--- config.mk ---
export PLATFORM = sky130hd
export DESIGN_NAME = sw_debounce
export DESIGN_NICKNAME = d
export VERILOG_FILES = /design/src/rtl/sw_debounce.sv
export SDC_FILE = /design/constraint.sdc
export NUM_CORES = 1
export LEC_CHECK = 0
export BUFFER_PORTS_ARGS = -buffer_cell sky130_fd_sc_hd__buf_2
export CAP_MARGIN = 20
export CORE_ASPECT_RATIO = 0.75
export CORE_MARGIN = 1.5
export CORE_UTILIZATION = 54
export DETAILED_ROUTE_END_ITERATION = 8
export GPL_TIMING_DRIVEN = 1
export PLACE_DENSITY = 0.78
export RECOVER_POWER = 50
export SYNTH_ARGS = -nofsm -noshare
export SYNTH_HDL_FRONTEND = slang
export SYNTH_SLANG_ARGS = --single-unit
--- constraint.sdc ---
create_clock -name clk_2 -period 1.4 [get_ports clk_2]
set_clock_uncertainty 0.05 [all_clocks]
set_input_delay 0.28 -clock clk_2 [delete_from_list [all_inputs] [get_ports clk_2]]
set_output_delay 0.28 -clock clk_2 [all_outputs]
set_load 0.005 [all_outputs]
--- src/rtl/sw_debounce.sv ---
// Purpose : per-bit switch synchroniser + stability filter, clean levels and edge pulses.
// Latency : SWI change captured at edge E0 reaches sw_db at E(1+STABLE_CYCLES); 5 edges by default.
// Backpr. : none; free-running, every channel sampled every clk_2 cycle.
//
// Ports:
//   clk_2    - single clock, all state on rising edge
//   reset_n  - asynchronous active-low reset (clears sync flops, counters, outputs)
//   SWI      - raw asynchronous bouncing switch inputs, NBITS wide
//   sw_db    - debounced levels
//   sw_rise  - one-cycle pulse on accepted 0->1, aligned with first cycle of new sw_db
//   sw_fall  - one-cycle pulse on accepted 1->0, aligned with first cycle of new sw_db
//
// Build option: define SW_DEBOUNCE_EDGE_EN to build the edge-pulse flops; when it is
// undefined sw_rise/sw_fall are tied to 0 and sw_db behaviour is unchanged.
module sw_debounce #(
  parameter int NBITS         = 8,
  parameter int STABLE_CYCLES = 4   // legal 2..65535
) (
  input  logic             clk_2,
  input  logic             reset_n,
  input  logic [NBITS-1:0] SWI,
  output logic [NBITS-1:0] sw_db,
  output logic [NBITS-1:0] sw_rise,
  output logic [NBITS-1:0] sw_fall
);

  localparam int             CW       = $clog2(STABLE_CYCLES + 1);
  localparam logic [CW-1:0]  CNT_LAST = CW'(STABLE_CYCLES - 1);

  logic [NBITS-1:0] s1;
  logic [NBITS-1:0] s2;
  // High for a bit on the edge where its new value is taken into sw_db.
  logic [NBITS-1:0] accept;

  // Two-flop synchroniser; only s2 is seen by the filter.
  always_ff @(posedge clk_2 or negedge reset_n) begin
    if (!reset_n) begin
      s1 <= '0;
      s2 <= '0;
    end else begin
      s1 <= SWI;
      s2 <= s1;
    end
  end

  genvar g;
  generate
    for (g = 0; g < NBITS; g++) begin : g_chan
      logic [CW-1:0] cnt;

      // The counter holds the number of consecutive differing samples already seen;
      // the STABLE_CYCLES-th differing sample is the one that commits the new level,
      // so the count never needs to reach STABLE_CYCLES itself.
      assign accept[g] = (s2[g] != sw_db[g]) && (cnt == CNT_LAST);

      always_ff @(posedge clk_2 or negedge reset_n) begin
        if (!reset_n) begin
          cnt      <= '0;
          sw_db[g] <= 1'b0;
        end else if (s2[g] == sw_db[g]) begin
          // Any return to the accepted level discards the partial count.
          cnt <= '0;
        end else if (accept[g]) begin
          cnt      <= '0;
          sw_db[g] <= s2[g];
        end else begin
          cnt <= cnt + CW'(1);
        end
      end
    end
  endgenerate

`ifdef SW_DEBOUNCE_EDGE_EN
  // Registered on the same edge as sw_db, so each pulse lines up with the
  // first cycle of the new level and drops on the following edge.
  always_ff @(posedge clk_2 or negedge reset_n) begin
    if (!reset_n) begin
      sw_rise <= '0;
      sw_fall <= '0;
    end else begin
      sw_rise <= accept & s2;
      sw_fall <= accept & ~s2;
    end
  end
`else
  assign sw_rise = '0;
  assign sw_fall = '0;
`endif

endmodule

==> results.cfg, run 1 <==
[grt]
grt_usage = 0.137
grt_pass1_wl_um = 3870
grt-ovfl-total = 0
antenna_found_initial = 0
grt_start_max_net_pins = 49
grt_pass1_vias = 851

[cts]
insertion_delay_ps = 290
clockBufferDepth = 2
cts_buffers = 5
clkSlewWorstSetupHoldPaths_ps = 80
cts-root-buf = clkbuf_8
cts_setup_buffers = 0
htreeDepth = 2
cts_sinks = 48
cts_tree = yes

[critical_path]
crit_type = reg -> reg
worst-r2r-setup-slack_ps = 170
worstReg2RegEnd = sw_db[0]$_DFFE_PN0P_
cp-end-kind = register
cp-start-kind = register
cp_max_fo = 2
cp_data_arrival_time_ps = 1360
cp.required_ps = 1530
rr_worst_depth = 3
startpoint = g_chan[0].cnt[0]$_DFF_PN0_
endpoint = sw_db[0]$_DFFE_PN0P_
r2r_start = g_chan[0].cnt[0]$_DFF_PN0_

[synth]
synthesis.area_um2 = 1850
yosys.area.top_type = dfrtp_1
seq_area_frac_synth = 0.650
synth_cell_types = 10
ys_seq_elements = 48
avgSynthCellArea_um2 = 15.3
syn-instance-count = 121
yosysWarnings = 0
netlist.area_leader.share = 0.650
synthTopCellsByArea = dfrtp_1 (65%), buf_4 (6.5%), nor2b_4 (6.0%)

[sta]
fmax_mhz = 812
period_share = 0.880
worst_slack_ps = 168
slew-limit-headroom = 0.588
grt_setup_unrepaired = no
slew_violations = 0
fin_setup_tns_ps = 0
setup_viol = 0
period_needed_ps = 1230
worst_pin_slew_ps = 618
hold_viol_final = 0

[pwr]
p_leak_uw = 0.000974
power_density_nw_per_um2 = 1780
peakVddDrop_mv = 1.03

[placement]
pre_cts_ws_ps = 175
placed_area_um2 = 1940
port_buffers = 17
place_congestion = 0.648
post-dp-hpwl_um = 1670

[run_status]
status = complete, no violations

[floorplan]
die_w_um = 70.6
row_count = 18
start_util = 0.562
die-area_um2 = 3790
die_h_um = 53.7
coreArea_um2 = 3290
io_pins = 34

[route]
vias_per_cell = 4.72
vias = 882
drc = 0
avgRoutedWirePerCell_um = 12.0
finalWirelength_um = 2240
dr.pass1.iters = 2
drt-initial-drc-count = 55
drtAntennaViolNets = 0

[finish]
antenna_cells = 0
area_growth_pct = 9.81
fin_area_um2 = 2030
multi_input_area_um2 = 584
num-fill-cells = 262
drive_above_1_share = 0.286
finalNetCount = 164
regArea_um2 = 1200

[hold_path]
min_path_type = in -> reg

[run]
cap_violations = 0
-- worst max-delay path, stage by stage (launching register included) --
cell,delay [ps]
dfrtp_1,380
ha_1,190
nor2b_4,170
mux2_2,340
-- registers in the layout, summed over array words and instances, names as in the netlist --
register,flops
g_chan.cnt,24
s1,8
s2,8
sw_db,8
-- worst min path at each step --
stage / end / cells past startpoint / from
4_1_cts: s1[7]$_DFF_PN0_ / 1 / SWI[7]
6_report: s1[1]$_DFF_PN0_ / 1 / SWI[1]
3_3_place_gp: sw_db[2]$_DFFE_PN0P_ / 2 / reset_n
5_1_grt: s1[3]$_DFF_PN0_ / 1 / SWI[3]
3_5_place_dp: g_chan[2].cnt[0]$_DFF_PN0_ / 2 / reset_n
2_1_floorplan: g_chan[0].cnt[0]$_DFF_PN0_ / 0 / reset_n
-- synth_stat cells (all sizes together) --
library cell / n
dfrtp: 48
buf: 16
nor2b: 13
nor3b: 11
ha: 8
mux2: 8
nor3: 8
xnor2: 8
conb: 1
-- logic make-up (layout without fill, tap and decap cells) --
kind of cell             count (synthesis)  in the layout  synth area share
AND/OR/NAND/NOR                         32             32             0.143
buffers and inverters                   16             27            0.0650
XOR/XNOR                                 8              8            0.0379
multiplexers                             8              8            0.0487
flip-flops                              48             48             0.650
adder cells (fa/ha/maj)                  8              8            0.0541
other                                    1             16           0.00203
-- stage by stage --
step	hold WS [ps]	total power, uW	utilization	std cells
after CTS	37.8	3680	0.621	187
after detailed placement	228	2870	0.590	178
after global placement	225	2760	0.590	178
final	45.4	3620	0.618	187
after floorplan	-65.6	2570	-	136
after global routing	27.4	3880	0.618	187
-- cell type report --
| class | instances | share of cell area |
|---|---|---|
| well taps | 40 | 0.0246 |
| clock buffers | 6 | 0.0407 |
| flip-flops and latches | 48 | 0.591 |
| multi-input cells | 72 | 0.288 |
| clock inverters | 2 | 0.00493 |
| repair buffers | 19 | 0.0505 |
-- report_power, final --
group          switching (uW)  internal (uW)
clock                     418            394
combinational             382            515
sequential                202           1710
total                    1000           2620
-- metal layers --
layer / GRT usage / part of all wire / wire (um)
met2: 0.226 / 0.48 / 1090
met4: 0.0472 / 0.0089 / 20
met3: 0.0449 / 0.055 / 124
met5: 0 / 0 / 0
met1: 0.175 / 0.45 / 1010
-- cells in the final DEF, fill, tap and decap left out, types with 5 or more instances in the layout --
| cell | synthesis | final |
|---|---|---|
| nor3b_1 | 11 | 11 |
| clkbuf_8 | 0 | 6 |
| xnor2_1 | 8 | 8 |
| mux2_2 | 8 | 8 |
| buf_2 | 0 | 17 |
| dfrtp_1 | 48 | 48 |
| conb_1 | 1 | 16 |
| nor2b_1 | 5 | 5 |
| nor2b_4 | 8 | 8 |
| nor3_1 | 8 | 8 |
| ha_1 | 8 | 8 |
-- what timing repair did --
item / 4_1_cts / 5_1_grt
hold endpoints to repair: 48 / 0
hold buffers: 1 / 0
gates resized for setup: 0 / 0
No activity file was read; power rests on OpenSTA's default activity.
==> run 2, diff against run 1 <==
==> constraint.sdc (replaced) <==
create_clock -name clk_2 -period 1.2 [get_ports clk_2]
set_clock_uncertainty 0.05 [all_clocks]
set_input_delay 0.24 -clock clk_2 [delete_from_list [all_inputs] [get_ports clk_2]]
set_output_delay 0.24 -clock clk_2 [all_outputs]
set_load 0.005 [all_outputs]
==> run 2 against run 1 <==
Cell area grew 13%. Wire length grew 11%. Critical path depth is the same. Worst setup slack lost 150 ps. Clock-buffer cell count is the same. Flip-flop and latch count is the same. Highest routed layer unchanged.
==> results.cfg, run 2 (synthesis results as in run 1) <==
[run_status]
status = complete, no violations

[sta]
fmax_mhz = 848
slew-limit-headroom = 0.621
grt_setup_unrepaired = yes
period_share = 0.982
slew_violations = 0
setup_viol = 0
hold_viol_final = 0
period_needed_ps = 1180
fin_setup_tns_ps = 0
worst_pin_slew_ps = 569

[floorplan]
io_pins = 34
die-area_um2 = 3790
coreArea_um2 = 3290
die_h_um = 53.7
start_util = 0.562
die_w_um = 70.6
row_count = 18

[grt]
grt_start_max_net_pins = 49
grt-ovfl-total = 0
grt_pass1_wl_um = 3950
grt_pass1_vias = 886
grt_usage = 0.140
antenna_found_initial = 0

[route]
drt-initial-drc-count = 59
finalWirelength_um = 2480
dr.pass1.iters = 3
avgRoutedWirePerCell_um = 11.7
drtAntennaViolNets = 0
vias = 972
vias_per_cell = 4.58
drc = 0

[finish]
area_growth_pct = 23.6
largest_reg_flops = 24
final_cell_mix = dfrtp_1 (48), buf_4 (18), buf_2 (17)
multi_input_area_um2 = 632
drive_above_1_share = 0.395
stdcell_count = 212
regArea_um2 = 1200
finalNetCount = 189
regMostFlops = g_chan.cnt
final_common_cell = dfrtp_1
antenna_cells = 0
num-fill-cells = 248

[critical_path]
cp-start-kind = register
crit_type = reg -> reg
cp_data_arrival_time_ps = 1300
cp_max_fo = 2
cp-end-kind = register
cp.required_ps = 1320

[placement]
port_buffers = 17
dp_cells = 178
place_congestion = 0.648
post-dp-hpwl_um = 1670

[cts]
clkSlewWorstSetupHoldPaths_ps = 80
cts_tree = yes
cts-root-buf = clkbuf_8
cts_sinks = 48
cts_buffers = 5
htreeDepth = 2
clockBufferDepth = 2
insertion_delay_ps = 280

[pwr]
p_leak_uw = 0.00110
power_density_nw_per_um2 = 2030
peakVddDrop_mv = 1.29
p_total_uw = 4640

[hold_path]
min_path_type = reg -> reg

[run]
cap_violations = 0
run 2: cell types whose count changed in the layout (fill, tap and decap cells not counted), sizes merged:
cell,delta
clkbuf,-1
buf,+18
dlygate4sd3,+8
run 2: path summary, 6_finish.rpt:
kind                                             from              endpoint  slack, ps  depth (start not counted)
min in group asynchronous                     reset_n  sw_db[2]$_DFFE_PN0P_        520                          3
max reg2reg                g_chan[5].cnt[0]$_DFF_PN0_  sw_db[5]$_DFFE_PN0P_         20                          3
max in group asynchronous                     reset_n       s2[5]$_DFF_PN0_        200                          3
min reg2reg                           s1[3]$_DFF_PN0_       s2[3]$_DFF_PN0_        300                          0
min                                   s1[3]$_DFF_PN0_       s2[3]$_DFF_PN0_        300                          0
max                        g_chan[5].cnt[0]$_DFF_PN0_  sw_db[5]$_DFFE_PN0P_         20                          3
run 2: through the flow:
step | area, um2 | utilization | setup WS [ps] | hold WS [ps]
6_report | 2290 | 0.695 | 21.3 | 302
5_1_grt | 2290 | 0.695 | -20.6 | 312
2_1_floorplan | 1910 | - | 74.0 | -106
3_3_place_gp | 1940 | 0.590 | 41.0 | 185
4_1_cts | 2130 | 0.646 | 0.364 | 0.798
3_5_place_dp | 1940 | 0.590 | -25.2 | 188
run 2: final cells by class:
cell class	instances	area share
tap	40	0.0219
sequential	48	0.525
multi-input combinational	72	0.276
clock inverter	2	0.00438
timing repair buffer	44	0.136
clock buffer	6	0.0361
run 2: routing by layer:
metal	GRT usage	routed length [um]
met4	0.0472	14
met5	0	0
met2	0.237	1250
met3	0.0449	119
met1	0.176	1100
run 2: what timing repair did:
| item | CTS | global route |
|---|---|---|
| hold buffers | 3 | 6 |
| endpoints found under the setup margin | 4 | 9 |
| endpoints found under the hold margin | 50 | 6 |
| cloned | 0 | 0 |
| setup buffers | 6 | 11 |
| gates resized for setup | 6 | 9 |
| pin swaps | 3 | 6 |
run 2: where the power goes:
part           switching, uW  internal [uW]
logic                    532            930
registers                240           2000
clock network            478            460
run 2: worst max-delay path, stage by stage (launching register included):
cell and delay, ps:
dfrtp_1 360, ha_2 180, nor2b_4 150, mux2_2 330
